**src/rtl/exec_unit.sv**
```systemverilog
// Execute/write-back stage in front of a 16x16 register file: reads Ra/Rb, runs one
// ALU op (or a 16-step shift-add multiply), writes the result back to Rb and keeps ZNCV.
module exec_unit #(
  parameter int W  = 16,
  parameter int AW = 4
) (
  input  logic          CLK,
  input  logic          RSTn,
  input  logic          Cmd_valid,
  output logic          Cmd_ready,
  input  logic [3:0]    Cmd_op,
  input  logic [AW-1:0] Cmd_ra,
  input  logic [AW-1:0] Cmd_rb,
  input  logic [W-1:0]  Cmd_imm,
  output logic [AW-1:0] Addr_A,
  output logic [AW-1:0] Addr_B,
  input  logic [W-1:0]  Src,
  input  logic [W-1:0]  Dest,
  output logic [W-1:0]  Data_out,
  output logic          WR,
  output logic [3:0]    Flags,
  output logic          Done,
  output logic          Err
);

  localparam int SW = $clog2(W);
  localparam logic [SW-1:0] CNT_LAST = SW'(W - 1);

  typedef enum logic [1:0] {S_IDLE, S_READ, S_EXEC, S_WB} state_e;

  typedef enum logic [3:0] {
    OP_ADD = 4'd0,  OP_SUB = 4'd1,  OP_AND = 4'd2, OP_OR  = 4'd3,
    OP_XOR = 4'd4,  OP_NOT = 4'd5,  OP_MOV = 4'd6, OP_SHL = 4'd7,
    OP_SHR = 4'd8,  OP_MUL = 4'd9,  OP_CMP = 4'd10, OP_LDI = 4'd11
  } op_e;

  state_e        state;
  logic [3:0]    op;
  logic [W-1:0]  imm;
  logic [W-1:0]  op_a;
  logic [W-1:0]  op_b;
  logic [W-1:0]  prod_hi;
  logic [W-1:0]  prod_lo;
  logic [SW-1:0] cnt;

  logic [W-1:0]   res;
  logic           c_flag;
  logic           v_flag;
  logic           legal;
  logic [SW-1:0]  sh;
  logic [W:0]     sum;
  logic [W:0]     diff;
  logic [W:0]     shl;
  logic [W:0]     shr;
  logic [W:0]     madd;
  logic [2*W-1:0] mul_next;

  assign Cmd_ready = (state == S_IDLE) && RSTn;

  assign sh   = op_a[SW-1:0];
  assign sum  = {1'b0, op_b} + {1'b0, op_a};
  assign diff = {1'b0, op_b} - {1'b0, op_a};
  // The extra bit on each shifter catches the last bit shifted out (0 for a zero shift).
  assign shl  = {1'b0, op_b} << sh;
  assign shr  = {op_b, 1'b0} >> sh;

  // One right-shifting shift-add step: {prod_hi, prod_lo} starts as {0, B}.
  assign madd     = {1'b0, prod_hi} + (prod_lo[0] ? {1'b0, op_a} : '0);
  assign mul_next = {madd, prod_lo[W-1:1]};

  always_comb begin
    // NOTE: every output gets a default first so no path through the case leaves a latch.
    res    = '0;
    c_flag = 1'b0;
    v_flag = 1'b0;
    legal  = 1'b1;
    case (op)
      OP_ADD: begin
        res    = sum[W-1:0];
        c_flag = sum[W];
        v_flag = (op_a[W-1] == op_b[W-1]) && (sum[W-1] != op_b[W-1]);
      end
      OP_SUB, OP_CMP: begin
        res    = diff[W-1:0];
        c_flag = diff[W];
        v_flag = (op_a[W-1] != op_b[W-1]) && (diff[W-1] != op_b[W-1]);
      end
      OP_AND: res = op_b & op_a;
      OP_OR:  res = op_b | op_a;
      OP_XOR: res = op_b ^ op_a;
      OP_NOT: res = ~op_a;
      OP_MOV: res = op_a;
      OP_SHL: begin
        res    = shl[W-1:0];
        c_flag = shl[W];
      end
      OP_SHR: begin
        res    = shr[W:1];
        c_flag = shr[0];
      end
      OP_MUL: begin
        res    = mul_next[W-1:0];
        c_flag = |mul_next[2*W-1:W];
      end
      OP_LDI: res = imm;
      default: legal = 1'b0;
    endcase
  end

  // NOTE: all state below uses non-blocking assignments so every register sees pre-edge values.
  always_ff @(posedge CLK) begin
    if (!RSTn) begin
      state    <= S_IDLE;
      op       <= '0;
      imm      <= '0;
      op_a     <= '0;
      op_b     <= '0;
      prod_hi  <= '0;
      prod_lo  <= '0;
      cnt      <= '0;
      Addr_A   <= '0;
      Addr_B   <= '0;
      Data_out <= '0;
      WR       <= 1'b0;
      Flags    <= '0;
      Done     <= 1'b0;
      Err      <= 1'b0;
    end else begin
      WR   <= 1'b0;
      Done <= 1'b0;
      Err  <= 1'b0;
      case (state)
        S_IDLE: begin
          if (Cmd_valid) begin
            op     <= Cmd_op;
            imm    <= Cmd_imm;
            Addr_A <= Cmd_ra;
            Addr_B <= Cmd_rb;
            state  <= S_READ;
          end
        end
        S_READ: begin
          op_a    <= Src;
          op_b    <= Dest;
          prod_hi <= '0;
          prod_lo <= Dest;
          cnt     <= '0;
          state   <= S_EXEC;
        end
        S_EXEC: begin
          if (!legal) begin
            Err   <= 1'b1;
            Done  <= 1'b1;
            state <= S_IDLE;
          end else if ((op == OP_MUL) && (cnt != CNT_LAST)) begin
            prod_hi <= mul_next[2*W-1:W];
            prod_lo <= mul_next[W-1:0];
            cnt     <= cnt + 1'b1;
          end else begin
            Flags <= {res == '0, res[W-1], c_flag, v_flag};
            if (op != OP_CMP) begin
              Data_out <= res;
              WR       <= 1'b1;
            end
            Done  <= 1'b1;
            cnt   <= '0;
            state <= S_WB;
          end
        end
        S_WB: state <= S_IDLE;
        default: state <= S_IDLE;
      endcase
    end
  end

endmodule

```
**config.mk**
```make
export PLATFORM = sky130hd
export DESIGN_NAME = exec_unit
export DESIGN_NICKNAME = d
export VERILOG_FILES = /design/src/rtl/exec_unit.sv
export SDC_FILE = /design/constraint.sdc
export NUM_CORES = 1
export LEC_CHECK = 0
export ABC_AREA = 1
export CORE_MARGIN = 1.5
export CORE_UTILIZATION = 45
export CTS_BUF_LIST = sky130_fd_sc_hd__clkbuf_16
export CTS_CLUSTER_SIZE = 30
export DETAILED_ROUTE_END_ITERATION = 7
export PLACE_DENSITY = 0.65
export SLEW_MARGIN = 0
export SYNTH_ARGS = -nofsm -noshare
export SYNTH_HDL_FRONTEND = slang
export SYNTH_SLANG_ARGS = --single-unit
```
**constraint.sdc**
```tcl
create_clock -name CLK -period 7.5 [get_ports CLK]
set_clock_uncertainty 0.15 [all_clocks]
set_input_delay 1.5 -clock CLK [delete_from_list [all_inputs] [get_ports CLK]]
set_output_delay 1.5 -clock CLK [all_outputs]
set_load 0.1 [all_outputs]
```
-- Word-level counts from Yosys, hierarchy flattened
Cells that the tools add are included.
- flip-flop bits (word level): 121
- bits in latches: 0
- bits in writable memories: 0
- bits in read-only memories: 0
- memories kept: 0
- add/sub/neg operators: 4
- $mul: 0
- div/mod/pow operators: 0
- magnitude comparators: 0
- equality and inequality tests: 24
- shift-type cells: 2
- muxes and demuxes: 22
- bitwise gates (word level): 8
- reduce and logical (&&, ||, !) cells: 19
- operators by type and width (kind ; number):
    16-bit one-hot mux with 11 select lines ; 1
    16-bit 2-to-1 mux ; 5
    16-bit one-hot mux with 2 select lines ; 2
    16-bit by 16-bit adder with 17-bit output ; 2
    16-bit by 4-bit << shifter with 17-bit output ; 1
    17-bit by 4-bit right shift with 17-bit output ; 1
    16-bit by 16-bit subtractor with 17-bit output ; 1
    16-bit AND ; 1
    4-bit by 3-bit == test with 1-bit output, second input constant ; 4
    4-bit == test, second input constant ; 4
    16-bit zero test ; 1
    16-bit NOT ; 1
    16-bit bitwise OR ; 1
    16-bit OR reduction ; 1
    16-bit XOR ; 1
    12-bit OR reduction ; 1
    4-bit by 2-bit == test with 1-bit output, second input constant ; 2
    4-bit 2-to-1 mux ; 2
    4-bit != test, second input constant ; 2
    2-bit one-hot mux with 4 select lines ; 1
    4-bit one-hot mux with 2 select lines ; 1
    2-bit AND reduction ; 4
    2-bit 2-to-1 mux ; 3
    2-bit != test, second input constant ; 3
    other kinds (19) ; 33

-- Longest topological paths before layout
Gate-level depths: netlist of run 1.
- depth in word-level cells: 5
- depth in mapped cells: 23
- gate-level depth less buffers: 21

-- Worst setup path before layout of run 1
No wires, ideal clock.
- kind: input to output
- start point: in RSTn
- end point: out Cmd_ready
- arrival time: 3.153 ns
- data required time: 5.850 ns
- path slack: 2.697 ns
- stages on the path: 3
- cells stage by stage: clkinv_1 > clkbuf_1 > nor2_1
- word-level cells in the longest chain between the ends: 1
- ends and longest elaborated chain (what ; line ; RTL):
    from (decl) ; 8 ; input logic RSTn,
    1-bit logical AND ; 58 ; assign Cmd_ready = (state == S_IDLE) && RSTn;
    to (decl) ; 10 ; output logic Cmd_ready,
Every way passes these cells.

-- Worst setup path in the final report of run 1
Same ends and word-level chain as after synthesis.

==> results.md, run 1 <==
* Syn_nets at 1897
* Antenna Nets Post-Route at 0
* Reg2Reg Setup Slack at 3870 ps
* First-pass DRT Iterations at 6
* Die area at 23500 um2
* Outcome: complete, no violations
* Hold Violations, Final at 0
* Yosys cell types at 39
* Non-Filler Instances at 2100
* Global-route wire length before repair at 59.9 mm
* Post-CTS setup buffers at 0
* Via count at 11759
* Setup crit end kind: output pin
* FF-to-FF Start: op[0]$_SDFFE_PN0P_
* Area leader, netlist: dfxtp_1
* DP Wirelength at 29.2 mm
* RR Endpoint: prod_hi[7]$_SDFFE_PN0P_
* Vias in the first global route at 10504
* EDFF count, synth at 0
* Row Count at 54
* # DRC at 0
* Hold endpoint: prod_hi[15]$_SDFFE_PN0P_
* Fillcell total at 2364
* Startpoint class of the critical path: input port
* MaxCap Viol Count at 0
* Async S/R FF share, synth at 0
* Mapped Cells at 1758
* Cell area after synthesis at 10200 um2
* Clock root buffer master: clkbuf_16
* Final net count at 1945
* Pwr/cell area at 267 nW/um2
* DR iter-0 viols at 1177
* Tmin final at 4820 ps
* Tightest Hold Check Type: flip-flop to flip-flop
* Total clock sinks at 121
* Clock Latency Late Sink at 430 ps
* Arrival time worst endpoint at 3170 ps
* Worst-path fanout max at 26
* Synth warn at 0
* Routability cong. at 0.998
* Tcrit/Tclk final at 0.643
* Final WL at 38.2 mm
* Total grt overflow at 0
* Layout area overhead at 15.6%
* Clock slew at reported path FFs at 60 ps
* Hold_buf cts at 0
* PostCTS Resize Cnt at 0
* HP Start: prod_hi[15]$_SDFFE_PN0P_
* Register area share after synthesis at 0.238
* Port buffer count at 94
* Chip width at 153 um
* Crit path kind: input port to output pin
* H-Tree Depth at 4
* #FFs+latches synth at 121
* Final setup fails at 0
* Max-slew headroom at 0.224
* Core Area at 22000 um2
* Initial antenna violation count at 1
* Highest clock rate at 208 MHz
* Final setup TNS at 0 ps
* Clock buffer count from CTS at 17
* Worst path required time at 5850 ps
* Hold slack final at 318 ps
* Share of cells above drive strength 1 at 0.0352
* Slew @ Worst Pin at 1160 ps
* R2R cell count at 11
* Fin area at 11800 um2
* Main area contributors after synthesis: dfxtp_1, nand2_1, nand3_1
* Slew Viols, Final at 0
* Prevailing post-synth register cell: dfxtp_1
* Post-synth top area share at 0.238
* Drt via density at 5.60
* Total GRT Usage at 0.326
* Average wire per standard cell at 18.2 um
* VDD IR-drop max at 153 uV
* Number of stages on the worst hold path at 2
* Average size of a mapped cell at 5.79 um2
* CTS tree: done
* Clk buf depth at 2
* Static leakage at 0.00575 uW
* Placed cell areas at 11200 um2
* Largest net degree at the start of global routing at 97
* I/O pins at 95
* Cells after DPL at 2067
* Die height at 153 um
* RSZ-0062 raised after global routing: no
* Starting Density at 0.462
==> layout make-up <==
cell class,instances,area [um2],area share
multi-input combinational,1383,6740,0.573
clock inverter,15,146,0.0124
tap,280,350,0.0298
timing repair buffer,104,1010,0.0859
clock buffer,17,425,0.0362
sequential,121,2420,0.206
antenna,1,2.50,0.000213
inverter,179,672,0.0571
==> synth_stat cells (2+ instances only) <==
cell type and instances:
nor2_1 209, o21ai_0 128, nor2_4 2, and2_1 7, clkinv_1 4, ha_1 73
a22o_1 2, nor3_1 11, a21oi_1 122, o211ai_1 8, buf_2 25, inv_2 7
xnor2_1 2, dfxtp_1 121, o21bai_1 2, a31oi_1 19, nand2_1 547, nand3_1 209
buf_4 5, nand2_2 4, nor2_2 4, xor2_1 3, fa_1 3, nand4_1 7
or2_2 3, clkbuf_1 42, inv_1 168, nand3b_1 10
==> layout by cell type, fill, tap and decap left out, drive strengths merged <==
cell type / count
nand2: 551
nor2: 215
nand3: 209
inv: 180
o21ai: 129
a21oi: 123
dfxtp: 121
clkdlybuf4s50: 93
ha: 73
a31oi: 20
clkbuf: 17
nor3: 11
buf: 11
clkinv: 11
nand3b: 10
o211ai: 8
nand4: 7
and2: 7
or2: 3
xor2: 3
fa: 3
o21bai: 2
xnor2: 2
a22o: 2
clkinvlp: 2
diode: 1
a21o: 1
a21boi: 1
a211oi: 1
o21a: 1
nor3b: 1
bufinv: 1
==> routing by layer <==
layer / part of all wire / routed length (um) / global-route usage
met4: 0.025 / 947 / 0.0962
met3: 0.090 / 3430 / 0.0468
met1: 0.45 / 17000 / 0.465
met5: 0 / 0 / 0
met2: 0.44 / 16700 / 0.511
==> worst max path at each step <==
stage                           end  slack (ps)  from  cells after the start
after floorplan           Cmd_ready        2700  RSTn                      3
after global routing      Cmd_ready        2620  RSTn                      5
after CTS                 Cmd_ready        2670  RSTn                      5
final                     Cmd_ready        2680  RSTn                      5
after detailed placement  Cmd_ready        2680  RSTn                      5
after global placement    Cmd_ready        2690  RSTn                      5
==> worst max-delay path, cell delays in order <==
cell and delay, ps:
buf_2 90, clkinv_1 50, buf_4 250, nor2_1 140, clkdlybuf4s50_1 1130
==> cell families after synthesis <==
kind of cell	Yosys count	share of synthesized area
DFF	121	0.238
xor gates and xnor gates	5	0.00430
and+or+nand+nor	1014	0.413
adders and majority gates	76	0.0956
AOI/OAI and AO/OA	288	0.149
buffers and inverters	254	0.100
==> per-stage QoR <==
stage / util / worst slack, ps / total power [uW]
2_1_floorplan: - / 2700 / 1870
3_3_place_gp: 0.508 / 2690 / 2290
3_5_place_dp: 0.508 / 2680 / 2300
4_1_cts: 0.534 / 2670 / 3120
5_1_grt: 0.534 / 2620 / 3340
6_report: 0.534 / 2680 / 3140
==> sequential cells by signal (all words and copies together) (netlist names) <==
| register | cells |
|---|---|
| Addr_A | 4 |
| Addr_B | 4 |
| Data_out | 16 |
| Done | 1 |
| Err | 1 |
| Flags | 4 |
| WR | 1 |
| cnt | 4 |
| imm | 16 |
| op | 4 |
| op_a | 16 |
| op_b | 16 |
| prod_hi | 16 |
| prod_lo | 16 |
| state | 2 |
==> power breakdown <==
part           internal [uW]  leakage [uW]  switching [uW]
sequential               731      0.000992             105
clock                    464      0.000279             352
combinational            417       0.00448            1070
total                   1610       0.00575            1530
(Power assumes the default switching activity.)
==> run 2: changes to the inputs <==
--- a/config.mk
+++ b/config.mk
@@ -11,7 +11,7 @@
 export CTS_BUF_LIST = sky130_fd_sc_hd__clkbuf_16
 export CTS_CLUSTER_SIZE = 30
 export DETAILED_ROUTE_END_ITERATION = 7
-export PLACE_DENSITY = 0.65
+export PLACE_DENSITY = 0.68
 export SLEW_MARGIN = 0
 export SYNTH_ARGS = -nofsm -noshare
 export SYNTH_HDL_FRONTEND = slang
==> constraint.sdc (replaced) <==
create_clock -name CLK -period 4 [get_ports CLK]
set_clock_uncertainty 0.15 [all_clocks]
set_input_delay 0.8 -clock CLK [delete_from_list [all_inputs] [get_ports CLK]]
set_output_delay 0.8 -clock CLK [all_outputs]
set_load 0.1 [all_outputs]
==> run 2 against run 1 <==
  * Design area increased by 0.87%
  * Non-clock buffer count increased by 9
  * Wire length increased by 2.7%
  * Worst setup slack got worse by 2300 ps
  * Combinational power increased by 91%
  * Clock power increased by 99%
==> results.md, run 2 (synthesis results as in run 1) <==
* Int Power at 3070 uW
* Gate power share at 0.471
* Share of cells above drive strength 1 at 0.0416
* GR peak layer: met2
* Largest net degree at the start of global routing at 97
* Final setup TNS at 0 ps
* Clock network power share at 0.268
* Worst-path fanout max at 17
* Non-Filler Instances at 2108
* First-pass DRT Iterations at 6
* Clk buf depth at 2
* Drt via density at 5.61
* Final net count at 1954
* DP Worst Slack at 426 ps
* Average wire per standard cell at 18.6 um
* GR Layer Usage met2 at 0.517
* Slew Viols, Final at 0
* Met1 usage at 0.463
* Die height at 153 um
* Via count at 11834
* H-Tree Depth at 4
* Final setup fails at 0
* Routability cong. at 1.08
* Highest clock rate at 273 MHz
* Crit path kind: flip-flop to flip-flop
* Register share of total power at 0.261
* Pwr/cell area at 508 nW/um2
* DR iter-0 viols at 1300
* Total grt overflow at 0
* ANT cells at 0
* Layout area overhead at 16.6%
* CTS tree: done
* Worst path required time at 4210 ps
* Starting Density at 0.462
* Outcome: complete, no violations
* Initial antenna violation count at 0
* Tcrit/Tclk final at 0.914
* DP Wirelength at 30.7 mm
* Clock slew at reported path FFs at 70 ps
* Core Area at 22000 um2
* # DRC at 0
* PostCTS Resize Cnt at 0
* I/O pins at 95
* Port buffer count at 94
* HP Start: prod_hi[15]$_SDFFE_PN0P_
* Max-slew headroom at 0.307
* VDD IR-drop max at 263 uV
* RSZ-0062 raised after global routing: no
* Hold_buf cts at 0
* Final WL at 39.2 mm
* Total clock sinks at 121
* Commonest non-fill, non-tap cell in the layout: nand2_1
* Fin area at 11900 um2
* Antenna Nets Post-Route at 0
* Slew @ Worst Pin at 1040 ps
* Clock root buffer master: clkbuf_16
* Clock Latency Late Sink at 430 ps
* Met3 usage at 0.0539
* Hold Violations, Final at 0
* Layout Utilization at 0.539
* Setup slack after layout at 344 ps
* Cells after DPL at 2076
* Total GRT Usage at 0.335
* Arrival time worst endpoint at 3860 ps
* Static leakage at 0.00581 uW
* Setup crit start: prod_lo[0]$_SDFFE_PN0P_
* Setup crit end kind: flip-flop
* Clock buffer count from CTS at 17
* Fillcell total at 2306
* Tmin final at 3660 ps
* MaxCap Viol Count at 0
* Startpoint class of the critical path: flip-flop
* Die area at 23500 um2
* Post-CTS setup buffers at 0
* Row Count at 54
* Commonest non-fill, non-tap cells in the layout: nand2_1, nor2_1, nand3_1, inv_1, o21ai_0
* Switching Fraction at 0.491
* Vias in the first global route at 10726
* Placed cell areas at 11300 um2
* P_sw at 2960 uW
* Global-route wire length before repair at 61.1 mm
* FF-to-FF Start: prod_lo[0]$_SDFFE_PN0P_
* Tightest Hold Check Type: flip-flop to flip-flop
* Chip width at 153 um
==> run 2: cell types whose count changed in the layout (fill, tap and decap cells not counted), sizes merged <==
| cell | change |
|---|---|
| clkinv | -5 |
| clkinvlp | -1 |
| buf | +10 |
| inv | +6 |
| diode | -1 |
| clkdlybuf4s50 | -1 |
==> run 2: final timing paths <==
path / to / slack, ps / depth (start not counted)
min reg2reg: prod_hi[15]$_SDFFE_PN0P_ / 320 / 2
max reg2reg: Flags[1]$_SDFFE_PN0P_ / 340 / 20
max: Flags[1]$_SDFFE_PN0P_ / 340 / 20
min: prod_hi[15]$_SDFFE_PN0P_ / 320 / 2
==> run 2: layout make-up <==
class                   instances  area [um2]  area share
multi-input cells            1383        6740       0.568
flip-flops and latches        121        2420       0.204
repair buffers                113        1090      0.0917
inverters                     179         672      0.0566
clock buffers                  17         425      0.0358
well taps                     280         350      0.0295
clock inverters                15         174      0.0147
==> run 2: critical path, stage by stage, from the launching register on <==
cell and delay, ps:
dfxtp_1 860, nand2_1 290, inv_1 140, ha_1 240
inv_1 70, fa_1 400, inv_1 90, nand3_1 70
nand2_1 130, nand2_1 80, nand2_1 90, nand2_1 110
a21oi_1 280, nor2_1 70, nand2_1 80, nor2_1 50
nand2_1 50, nand2_1 90, nand2_1 80, nand2_1 40
a21oi_1 120
==> run 2: through the flow <==
| step | total power (uW) | hold slack [ps] |
|---|---|---|
| 3_3_place_gp | 4350 | 305 |
| 3_5_place_dp | 4360 | 313 |
| 4_1_cts | 5970 | 321 |
| 5_1_grt | 6400 | 346 |
| 6_report | 6030 | 319 |
| 2_1_floorplan | 3510 | 280 |
==> run 2: metal layers <==
metal,vias to the layer above,part of all wire
met5,-,0
met4,0,0.041
met3,85,0.083
met2,556,0.43
met1,5397,0.45
li1,5796,-
==> run 2: power groups by stage <==
stage	clock (uW)	sequential (uW)	combinational, uW
after floorplan	0	1790	1720
after global placement	0	1590	2770
after detailed placement	0	1590	2770
after CTS	1620	1560	2780
after global routing	1680	1590	3130
final	1620	1570	2840
